[config.mk]
export PLATFORM = sky130hd
export DESIGN_NAME = cmp_arbiter
export DESIGN_NICKNAME = d
export VERILOG_FILES = /design/src/rtl/cmp_arbiter.sv
export SDC_FILE = /design/constraint.sdc
export NUM_CORES = 1
export LEC_CHECK = 0
export CAP_MARGIN = 25
export CORE_AREA = 2 2 119 121
export DETAILED_ROUTE_END_ITERATION = 10
export DIE_AREA = 0 0 121 123
export DONT_BUFFER_PORTS = 1
export SLEW_MARGIN = 20
export SYNTH_ARGS = -nofsm -noshare
export SYNTH_HDL_FRONTEND = slang
export SYNTH_SLANG_ARGS = --single-unit
[constraint.sdc]
create_clock -name clk -period 2 [get_ports clk]
set_input_delay 0.4 -clock clk [delete_from_list [all_inputs] [get_ports clk]]
set_output_delay 0.4 -clock clk [all_outputs]
set_load 0.03 [all_outputs]
[src/rtl/cmp_arbiter.sv]
// Shares one ALU comparator between the branch unit (req0) and the set-on-compare
// writeback path (req1). Define CMP_ARB_FIXED_PRIO_EN for fixed req0 priority.
module cmp_arbiter #(
  parameter int WIDTH   = 32,
  parameter int ALU_LAT = 1
) (
  input  logic             clk,
  input  logic             reset_n,
  input  logic             req0_valid,
  output logic             req0_ready,
  input  logic [WIDTH-1:0] req0_a,
  input  logic [WIDTH-1:0] req0_b,
  input  logic [1:0]       req0_op,
  input  logic             req1_valid,
  output logic             req1_ready,
  input  logic [WIDTH-1:0] req1_a,
  input  logic [WIDTH-1:0] req1_b,
  input  logic [1:0]       req1_op,
  output logic             rsp0_valid,
  output logic [WIDTH-1:0] rsp0_result,
  output logic             rsp1_valid,
  output logic [WIDTH-1:0] rsp1_result,
  output logic [WIDTH-1:0] alu_a,
  output logic [WIDTH-1:0] alu_b,
  output logic             alu_start,
  output logic             aluop3,
  output logic             aluop1,
  input  logic [WIDTH-1:0] compout,
  output logic             busy
);

  typedef enum logic [1:0] {IDLE, ISSUE, WAIT, RESP} state_t;

  localparam logic [1:0] CNT_INIT = 2'(ALU_LAT - 1);

  state_t     state;
  logic [1:0] wait_cnt;
  logic       owner;
  logic       contested_pick;
  logic       pick1;
  logic       accept;

`ifdef CMP_ARB_FIXED_PRIO_EN
  assign contested_pick = 1'b0;
`else
  logic last_grant;

  // Resetting to 1 makes req0 the first contested winner.
  always_ff @(posedge clk) begin
    if (!reset_n)           last_grant <= 1'b1;
    else if (state == RESP) last_grant <= owner;
  end

  assign contested_pick = ~last_grant;
`endif

  always_comb begin
    if (req0_valid && req1_valid) pick1 = contested_pick;
    else                          pick1 = req1_valid;
  end

  // NOTE: ready is combinational; gating with reset_n keeps it low while reset is held.
  assign accept     = reset_n && (state == IDLE) && (req0_valid || req1_valid);
  assign req0_ready = accept && !pick1;
  assign req1_ready = accept && pick1;
  assign busy       = (state != IDLE);

  // NOTE: every register here uses <= so all state advances together on the edge.
  always_ff @(posedge clk) begin
    if (!reset_n) begin
      state       <= IDLE;
      wait_cnt    <= '0;
      owner       <= 1'b0;
      alu_a       <= '0;
      alu_b       <= '0;
      aluop3      <= 1'b0;
      aluop1      <= 1'b0;
      alu_start   <= 1'b0;
      rsp0_valid  <= 1'b0;
      rsp1_valid  <= 1'b0;
      rsp0_result <= '0;
      rsp1_result <= '0;
    end else begin
      alu_start  <= 1'b0;
      rsp0_valid <= 1'b0;
      rsp1_valid <= 1'b0;
      case (state)
        IDLE: begin
          if (accept) begin
            owner     <= pick1;
            alu_a     <= pick1 ? req1_a : req0_a;
            alu_b     <= pick1 ? req1_b : req0_b;
            aluop3    <= pick1 ? req1_op[1] : req0_op[1];
            aluop1    <= pick1 ? req1_op[0] : req0_op[0];
            alu_start <= 1'b1;
            state     <= ISSUE;
          end
        end
        ISSUE: begin
          wait_cnt <= CNT_INIT;
          state    <= WAIT;
        end
        WAIT: begin
          if (wait_cnt == 2'd0) begin
            if (owner) begin
              rsp1_result <= compout;
              rsp1_valid  <= 1'b1;
            end else begin
              rsp0_result <= compout;
              rsp0_valid  <= 1'b1;
            end
            state <= RESP;
          end else begin
            wait_cnt <= wait_cnt - 2'd1;
          end
        end
        RESP:    state <= IDLE;
        default: state <= IDLE;
      endcase
    end
  end

endmodule

# Word-level counts from Yosys, hierarchy flattened
# Cells that the tools add are included.
# totals
register_bits	139
out_inout_bits	136
# classes
n_eq_ne	6
n_bitwise	2
n_addsub	1
n_reduce_logical	18
muxes	13
# ops
cell	count
$mux 32	2
$reduce_and 3->1	3
$pmux 2 s4	1
$reduce_and 2->1	4
$mux 1	6
$mux 2	3
$ne 2x2->1 const B	3
$logic_and 1x1->1	5
$eq 2x2->1 const B	2
$logic_not 2->1	2
$pmux 2 s2	1
$reduce_bool 2->1	2
$eq 2x1->1 const B	1
$not 1->1	2
$sub 2x1->2 const B	1
$logic_not 1->1	1
$logic_or 1x1->1	1

# Longest topological paths before layout
# Gate-level depths: netlist of run 1.
# logic_depth
depth_word	5
ltp_mapped	8

# Worst setup path after synthesis of run 1
# No wires, ideal clock.
# synth_timing
kind	register to output
from	register state[0]
to	output port req0_ready
n_path_buf	3
t_arrival_ps	1419
path_slack_ps	181
path_stages_with_launch	8
required_time_ps	1600
cell_sequence	dfxtp_1 -> inv_1 -> ha_1 -> and2_1 -> buf_6 -> buf_8 -> buf_6 -> and3_1
# synth_via
elab_chain_len	4
# synth_rtl
item	line_no	rtl
from (decl)	36	state_t state;
from (signal assigned)	71	state <= IDLE;
from (signal assigned)	96	state <= ISSUE;
from (signal assigned)	101	state <= WAIT;
$logic_not 2->1	63	assign accept = reset_n && (state == IDLE) && (req0_valid || req1_valid);
$logic_and 1x1->1 (2 in series)	63	
$logic_and 1x1->1	64	assign req0_ready = accept && !pick1;
to (decl)	10	output logic req0_ready,
# No other way between the ends.

# Worst setup path after layout of run 1
# layout_timing
from	register state[1]
to	output port req0_ready
# Same word-level chain as after synthesis.

==> results of run 1 <==
-- power groups by stage --
stage                     sequential (mW)  combinational (mW)  clock [mW]
after global routing                 4.01                1.62        3.30
after floorplan                      3.94                1.17           0
after CTS                            3.98                1.44        3.18
final                                3.97                1.45        3.10
after detailed placement             4.02                1.42           0
after global placement               4.02                1.35           0
-- per-layer routing --
metal / vias to the layer above / wire, um
li1: 2432 / -
met1: 2402 / 6510
met2: 285 / 8010
met3: 30 / 1670
met4: 0 / 289
met5: - / 0
-- what timing repair did --
action / CTS / global route
setup buffers: 0 / 1
resized for setup: 6 / 1
setup endpoints to repair: 2 / 1
-- critical path, delay by kind of cell, from the launching register on --
family / cells / cell delay [ns]
simple gates: 2 / 0.37
buf+inv: 2 / 0.21
fa+ha+maj: 1 / 0.18
flops: 1 / 0.35
-- kinds of logic after synthesis --
group | share of synthesized area
adder cells (fa/ha/maj) | 0.0132
flip-flops | 0.490
multiplexers | 0.00176
AND/OR/NAND/NOR | 0.283
buffers and inverters | 0.0729
AO/OA/AOI/OAI | 0.139
-- per-stage QoR --
step	setup WS (ns)	utilization	hold slack (ns)
floorplan	0.181	-	0.448
global placement	0.359	0.422	0.453
detailed placement	0.276	0.422	0.470
CTS	0.0386	0.466	0.0385
global route	0.0164	0.467	0.0346
finish	0.0788	0.467	0.0518
-- sequential cells by signal, indices dropped and copies added (netlist names) --
| name | count |
|---|---|
| aluop3 | 1 |
| rsp1_valid | 1 |
| last_grant | 1 |
| alu_a | 32 |
| alu_start | 1 |
| rsp0_result | 32 |
| aluop1 | 1 |
| owner | 1 |
| rsp1_result | 32 |
| wait_cnt | 2 |
| state | 2 |
| alu_b | 32 |
| rsp0_valid | 1 |
-- final cells by class --
type	count	area (sq um)	area share
Multi-Input combinational cell	493	2510	0.395
Sequential cell	139	2790	0.438
Tap cell	180	225	0.0354
Inverter	7	28.8	0.00453
Clock buffer	22	474	0.0746
Timing Repair Buffer	15	216	0.0341
Clock inverter	10	115	0.0181
-- cells in the mapped netlist (4+ instances only) --
master	instances
nand2_1	196
dfxtp_1	139
nand3_1	68
a21oi_1	66
a31oi_1	66
nand4_1	66
buf_2	28
clkbuf_1	24
buf_1	7
buf_4	7
ha_1	6
inv_1	6
buf_6	5
and3_1	4
nand2b_1	4
-- layout by cell type, fill, tap and decap left out, types with 2 or more instances in the layout --
master      count
a31oi_1        66
and3_1          3
dfxtp_1       137
clkbuf_16      17
clkinvlp_4      3
inv_2           2
nand3_1        68
nand3b_1        2
clkbuf_8        3
ha_1            5
nand2_1       195
dfxtp_2         2
nor2_1          3
buf_12          8
a21oi_1        66
clkinv_2        3
buf_4           6
bufinv_16       2
nand2b_1        3
clkbuf_1        2
nand4_1        66
inv_1           4
o21ai_0         2
-- final timing paths --
check / end / slack, ns / depth (start not counted) / startpoint
setup / recovery: req0_ready / 0.08 / 5 / state[1]
hold / removal: last_grant / 0.05 / 1 / reset_n
setup reg to reg: alu_b[24] / 0.47 / 6 / state[1]
hold reg to reg: wait_cnt[1] / 0.47 / 2 / wait_cnt[1]
==> key figures, run 1 <==
Critical path
  – Type of origin of the critical path: flop
  – Largest fanout on the critical path: 5
  – Critical-path cell list: inv_2 -> ha_4 -> and2_2 -> and3_1 -> buf_6
  – Crit Path Class: reg2out
  – Max stage delay on crit path: 0.35 ns
  – WP data required: 1.60 ns
  – Crit path DAT: 1.52 ns
  – Endpoint type of the worst setup path: primary output
  – Slowest CP cell: dfxtp_2

Min path
  – Hold/Removal Path Class: in2reg

Floorplan
  – Core footprint: 0.0136 sq mm
  – Boundary pin count: 304
  – Die Ht: 123 um
  – Rows: 43
  – Initial cell density of the core: 0.417
  – Die area: 0.0149 sq mm
  – Die width: 121 um

Global routing
  – M1 GR Usage: 0.241
  – Grt met3 use: 0.0780
  – GRT overflow: 0
  – Largest net degree at the start of global routing: 82
  – Layer with the highest usage: met2
  – Vias in the first global route: 4863
  – GRT Overall Usage: 0.211
  – Initial antenna violation count: 0
  – Met2 GRT Util: 0.355
  – First-pass GRT wire length: 24700 um

Pwr
  – Power Internal: 5.54 mW
  – Pwr Total: 8.52 mW
  – Pleak: 2.04 nW
  – Comb power frac: 0.171
  – Sequential Power Share: 0.466
  – Max IR drop VDD: 515 uV
  – NetSw: 2.98 mW
  – Clock share of power: 0.364
  – Sw frac: 0.350
  – Cell Pwr Density: 1340 mW/mm^2

Place
  – Post-DP Area: 0.00574 sq mm
  – Port Buffers: 0
  – GPL Wtd Cong: 0.776
  – Dpl hpwl: 10800 um
  – Dpl cells: 833

Timing
  – F_max: 521 MHz
  – Max-slew headroom: 0.745
  – Max-slew violations: 0
  – Worst Clk Skew: 0.0127 ns
  – Final Hold Fails: 0
  – Final setup fails: 0
  – Post-layout min period: 1.92 ns
  – Total negative slack: 0 ns
  – Final worst-path cycle share: 0.961
  – RSZ-0062 raised after global routing: false
  – Worst slew pin tran: 0.383 ns

Synth
  – Cell variety after synth: 31
  – Mapped Avg Cell Area: 7.98 sq um
  – YS warnings: 0
  – Commonest register cell after synthesis: dfxtp_1
  – Post-synth ARST share: 0
  – Yosys top cell area share: 0.490
  – Area leader, netlist: dfxtp_1
  – Post-synth design cell area: 0.00568 sq mm
  – Synth Net Count: 886
  – Top cells by area, synth: dfxtp_1, nand2_1, a31oi_1
  – #FFs+latches synth: 139
  – Seq/Total Area, Yosys: 0.490
  – Synth Instances: 712
  – Number of synthesized flops with an enable pin: 0

Final layout
  – Proportion of layout cells with a drive suffix above 1: 0.0831
  – Filler cell count: 1301
  – Synth-to-Final Area Change: 11.9%
  – Post-route cell area: 0.00636 sq mm
  – Nets: 847
  – Non-Filler Instances: 866
  – # diodes: 0

Clock tree
  – CTS Buf Count: 17
  – Clock slew at reported path FFs: 0.06 ns
  – Hold Buf Count CTS: 0
  – # clock sinks: 139
  – Cell chosen for the clock root: clkbuf_16
  – H-tree levels: 4
  – CTS tree: built
  – Clock Tree Buf Depth: 2
  – Worst-Skew Late Latency: 0.42 ns

Run
  – Max Cap Violations: 0

Detailed routing
  – Via count: 5149
  – Drt pass-1 iters: 4
  – Antenna-violating nets left: 0
  – WL final: 16500 um
  – Routed vias/inst: 5.95
  – DRC viols: 0
  – Drt wl/cell: 19.0 um
  – 1st-iter DRT viols: 405

Run status
  – Status: completed
(Power assumes the default switching activity.)
==> run 2: changes to the inputs <==
- CORE_AREA: 2 2 119 121 -> default
- CORE_MARGIN: default -> 2
- CORE_UTILIZATION: default -> 42
- DIE_AREA: 0 0 121 123 -> default
==> key figures, run 2 (same netlist as run 1, synthesis figures left out) <==
Pwr
  – Power Internal: 5.67 mW
  – Max IR drop VDD: 527 uV
  – Clock share of power: 0.373
  – Cell Pwr Density: 1360 mW/mm^2
  – Comb power frac: 0.171
  – Sequential Power Share: 0.456
  – Sw frac: 0.350
  – NetSw: 3.05 mW
  – Pleak: 2.07 nW

Floorplan
  – Core footprint: 0.0132 sq mm
  – Initial cell density of the core: 0.429
  – Die area: 0.0145 sq mm
  – Die Ht: 120 um
  – Rows: 42
  – Boundary pin count: 304
  – Die width: 120 um

Final layout
  – Proportion of layout cells with a drive suffix above 1: 0.0899
  – Nets: 851
  – Commonest non-fill, non-tap cell in the layout: nand2_1
  – Filler cell count: 1261
  – Non-Filler Instances: 866
  – # diodes: 0
  – Synth-to-Final Area Change: 13.0%
  – Most frequent cells in the layout: nand2_1, dfxtp_1, nand3_1

Critical path
  – Endpoint type of the worst setup path: primary output
  – Type of origin of the critical path: flop
  – Flop2flop setup slack: 0.37 ns
  – Reg2Reg Depth: 7
  – WP data required: 1.60 ns
  – Crit Path Class: reg2out
  – Reg-to-Reg End: alu_b[31]
  – R2R Path Start: state[1]
  – Crit path DAT: 1.52 ns
  – Largest fanout on the critical path: 6

Clock tree
  – CTS Buf Count: 17
  – Clock Tree Buf Depth: 2
  – Cell chosen for the clock root: clkbuf_16
  – Clock slew at reported path FFs: 0.06 ns
  – H-tree levels: 4
  – Worst-Skew Late Latency: 0.42 ns
  – # clock sinks: 139
  – Hold Buf Count CTS: 0
  – CTS tree: built

Global routing
  – First-pass GRT wire length: 25100 um
  – Met2 GRT Util: 0.352
  – Initial antenna violation count: 0
  – Vias in the first global route: 4914
  – Layer with the highest usage: met2
  – Grt met3 use: 0.0778
  – GRT Overall Usage: 0.218
  – Largest net degree at the start of global routing: 79
  – M1 GR Usage: 0.252
  – GRT overflow: 0

Run status
  – Status: completed

Timing
  – Post-layout min period: 1.92 ns
  – RSZ-0062 raised after global routing: false
  – Total negative slack: 0 ns
  – Final setup fails: 0
  – Final worst-path cycle share: 0.958
  – Hold WS: 0.0446 ns
  – Max-slew violations: 0
  – F_max: 522 MHz
  – Worst slew pin tran: 0.396 ns
  – Final Hold Fails: 0
  – Max-slew headroom: 0.736
  – Worst Clk Skew: 0.0112 ns

Detailed routing
  – Routed vias/inst: 6.06
  – WL final: 16600 um
  – 1st-iter DRT viols: 434
  – DRC viols: 0
  – Antenna-violating nets left: 0
  – Drt pass-1 iters: 5
  – Drt wl/cell: 19.1 um
  – Via count: 5251

Place
  – Dpl cells: 832
  – Dpl hpwl: 10900 um
  – GPL Wtd Cong: 0.817
  – Port Buffers: 0

Min path
  – Hold path startpoint: reset_n
  – Hold endpoint: last_grant
  – Hold/Removal Path Class: in2reg
  – Number of cells on the worst hold path: 1

Run
  – Max Cap Violations: 0
## run 2: cell count changes in the layout (fill, tap and decap cells not counted)
cell,before,now
clkbuf_1,2,1
clkinv_4,1,2
inv_6,1,3
buf_4,6,10
dfxtp_2,2,1
and2_4,0,1
clkbuf_8,3,2
and2_2,1,0
clkinv_2,3,2
bufinv_16,2,3
dfxtp_4,0,1
inv_2,2,1
## run 2: what timing repair did
action,4_1_cts,5_1_grt
endpoints found under the setup margin,2,1
hold endpoints to repair,0,0
setup buffers,0,2
resized for setup,5,5
pin swaps,0,2
## run 2: per-stage QoR
step | power, mW | utilization | cell area [sq um] | setup WS [ns]
4_1_cts | 8.75 | 0.482 | 6390 | 0.00969
3_5_place_dp | 5.46 | 0.435 | 5760 | 0.229
5_1_grt | 9.12 | 0.484 | 6410 | 0.0171
3_3_place_gp | 5.39 | 0.435 | 5760 | 0.306
6_report | 8.73 | 0.484 | 6410 | 0.0831
2_1_floorplan | 5.11 | - | 5680 | 0.181
## run 2: routing by layer
layer	up-vias	share of wire
li1	2438	-
met1	2430	0.38
met2	339	0.48
met3	44	0.11
met4	0	0.034
met5	-	0
## run 2: final cells by class
type,count,area (sq um),area share
clock buffer,20,457,0.0712
inverter,7,30.0,0.00468
tap,176,220,0.0343
sequential,139,2790,0.435
multi-input combinational,493,2510,0.392
clock inverter,12,161,0.0252
timing repair buffer,19,246,0.0384
## run 2: how the worst max path moves through the flow
stage / startpoint / to / cells past startpoint
after floorplan: state[0] / req0_ready / 7
after global placement: state[0] / req0_ready / 5
after detailed placement: state[0] / alu_a[8] / 6
after CTS: state[1] / req0_ready / 5
after global routing: state[1] / req0_ready / 5
final: state[1] / req0_ready / 5
## run 2: worst max-delay path, stage by stage, from the launching register on
cell and delay [ns]:
dfxtp_4 0.36, inv_4 0.07, ha_4 0.16, and2_4 0.19, and3_1 0.17, buf_6 0.14
## run 2: power by group through the flow
| stage | clock, mW | sequential [mW] | combinational [mW] |
|---|---|---|---|
| finish | 3.26 | 3.98 | 1.49 |
| global route | 3.46 | 4.02 | 1.65 |
| global placement | 0 | 4.02 | 1.37 |
| CTS | 3.32 | 3.97 | 1.46 |
| detailed placement | 0 | 4.02 | 1.43 |
| floorplan | 0 | 3.94 | 1.17 |
==> run 3: changes to the inputs <==
- CORE_AREA: default -> 2 2 116 118
- CORE_MARGIN: 2 -> default
- CORE_UTILIZATION: 42 -> default
- DIE_AREA: default -> 0 0 118 120
- PLACE_DENSITY_LB_ADDON: default -> 0.08
- clock period: 2 -> 1.8 ns (I/O delays scaled with it)
==> key figures, run 3 (same netlist as run 1, synthesis figures left out) <==
Run status
  – Status: completed

Floorplan
  – Core footprint: 0.0130 sq mm
  – Die width: 118 um
  – Boundary pin count: 304
  – Initial cell density of the core: 0.438
  – Die area: 0.0142 sq mm
  – Rows: 42
  – Die Ht: 120 um

Critical path
  – Crit path max-delay family: flip-flops
  – Endpoint type of the worst setup path: primary output
  – Crit Path Class: reg2out
  – Crit path DAT: 1.41 ns
  – Largest fanout on the critical path: 4
  – Worst path bufs/invs: 2
  – Max stage delay on crit path: 0.33 ns
  – Reg-to-Reg End: rsp0_result[9]
  – Type of origin of the critical path: flop
  – Slowest CP cell: dfxtp_2
  – WP data required: 1.44 ns
  – R2R Path Start: state[0]
  – Reg2Reg Depth: 7
  – Flop2flop setup slack: 0.21 ns
  – Critical-path cell list: inv_2 -> ha_4 -> and2_4 -> and3_4 -> buf_6

Pwr
  – Pwr Total: 10.1 mW
  – Sequential Power Share: 0.436
  – Cell Pwr Density: 1550 mW/mm^2
  – Power Internal: 6.76 mW
  – Max IR drop VDD: 677 uV
  – Clock share of power: 0.388
  – Sw frac: 0.332
  – Pleak: 2.14 nW
  – NetSw: 3.37 mW
  – Comb power frac: 0.176

Global routing
  – Initial antenna violation count: 0
  – GRT Overall Usage: 0.233
  – GRT overflow: 0
  – First-pass GRT wire length: 26400 um
  – Largest net degree at the start of global routing: 73
  – Vias in the first global route: 4843

Place
  – GPL Wtd Cong: 0.814
  – Port Buffers: 0
  – Dpl hpwl: 11400 um

Timing
  – Post-layout min period: 1.77 ns
  – Final worst-path cycle share: 0.985
  – Total negative slack: 0 ns
  – RSZ-0062 raised after global routing: true
  – Max-slew violations: 0
  – Final setup fails: 0
  – Final Hold Fails: 0
  – Hold WS: 0.0669 ns
  – Worst slew pin tran: 0.380 ns
  – Max-slew headroom: 0.746
  – Worst Clk Skew: 0.00665 ns
  – F_max: 564 MHz

Min path
  – Hold/Removal Path Class: in2reg
  – Hold path startpoint: reset_n
  – Number of cells on the worst hold path: 1
  – Hold endpoint: wait_cnt[0]

Final layout
  – Fin util: 0.505
  – # diodes: 0
  – Nets: 857
  – Most frequent cells in the layout: nand2_1, dfxtp_1, nand3_1
  – Synth-to-Final Area Change: 15.3%
  – Commonest non-fill, non-tap cell in the layout: nand2_1
  – Proportion of layout cells with a drive suffix above 1: 0.0950

Detailed routing
  – Routed vias/inst: 5.91
  – Met2 Wirelength: 8680 um
  – Met3 Routed Length: 1740 um
  – M1 WL: 6500 um
  – WL final: 17200 um
  – Drt wl/cell: 19.8 um
  – 1st-iter DRT viols: 360
  – Via count: 5151
  – DRC viols: 0
  – Drt pass-1 iters: 7
  – Uppermost layer routed: met4
  – Antenna-violating nets left: 0

Run
  – Max Cap Violations: 0

Clock tree
  – Cell chosen for the clock root: clkbuf_16
  – CTS Buf Count: 17
  – Worst-Skew Late Latency: 0.42 ns
  – Clock Tree Buf Depth: 2
  – # clock sinks: 139
  – Clock slew at reported path FFs: 0.06 ns
  – CTS tree: built
  – H-tree levels: 4
[run 3: cell count changes in the layout (fill, tap and decap cells not counted), sizes merged]
cell,delta
clkinvlp,-2
clkinv,-2
dlygate4sd3,+1
bufinv,+3
buf,+5
[run 3: power groups by stage]
stage               sequential, mW  clock (mW)  combinational (mW)
floorplan                     4.37           0                1.30
global placement              4.48           0                1.58
detailed placement            4.48           0                1.64
CTS                           4.42        3.99                1.77
global route                  4.46        4.14                1.97
finish                        4.42        3.93                1.78
[run 3: worst max path at each step]
stage               startpoint          to  slack, ns  cells after the start
finish                state[1]  req0_ready       0.03                      5
global route          state[1]  req0_ready      -0.03                      5
CTS                   state[0]  req0_ready       0.01                      5
detailed placement    state[0]  req0_ready       0.08                      5
global placement      state[0]  req0_ready       0.15                      5
floorplan             state[0]  req0_ready       0.02                      7
[run 3: layout make-up]
cell class | instances | area [sq um]
inverter | 7 | 31.3
clock buffer | 20 | 447
timing repair buffer | 25 | 332
clock inverter | 11 | 215
multi-input combinational | 493 | 2520
tap | 176 | 220
fill | 1261 | 6430
sequential | 139 | 2790
[run 3: through the flow]
stage	setup slack (ns)	cells	cell area (sq um)
final	0.0278	871	6550
after global routing	-0.0330	871	6550
after CTS	0.0130	870	6540
after detailed placement	0.0815	832	5800
after global placement	0.154	832	5800
after floorplan	0.0214	712	5680
[run 3: worst reg2reg max path, delay by kind of cell (launching register included)]
family          cells  cell delay, ns
simple gates        2            0.34
fa+ha+maj           1            0.29
flops               1            0.35
buf+inv             3            0.36
compound gates      1            0.16
[run 3: per-layer routing]
| metal | GRT usage | vias to the layer above |
|---|---|---|
| met5 | 0 | - |
| met3 | 0.0955 | 23 |
| met2 | 0.395 | 274 |
| met1 | 0.266 | 2409 |
| li1 | - | 2445 |
| met4 | 0.0768 | 0 |
[run 3: timing repair]
action                     in CTS  in global routing
setup endpoints to repair       3                  1
setup buffers                   6                  1
hold buffers                    1                  0
pin swaps                       3                  1
resized for setup              11                  0
hold endpoints to repair        1                  0
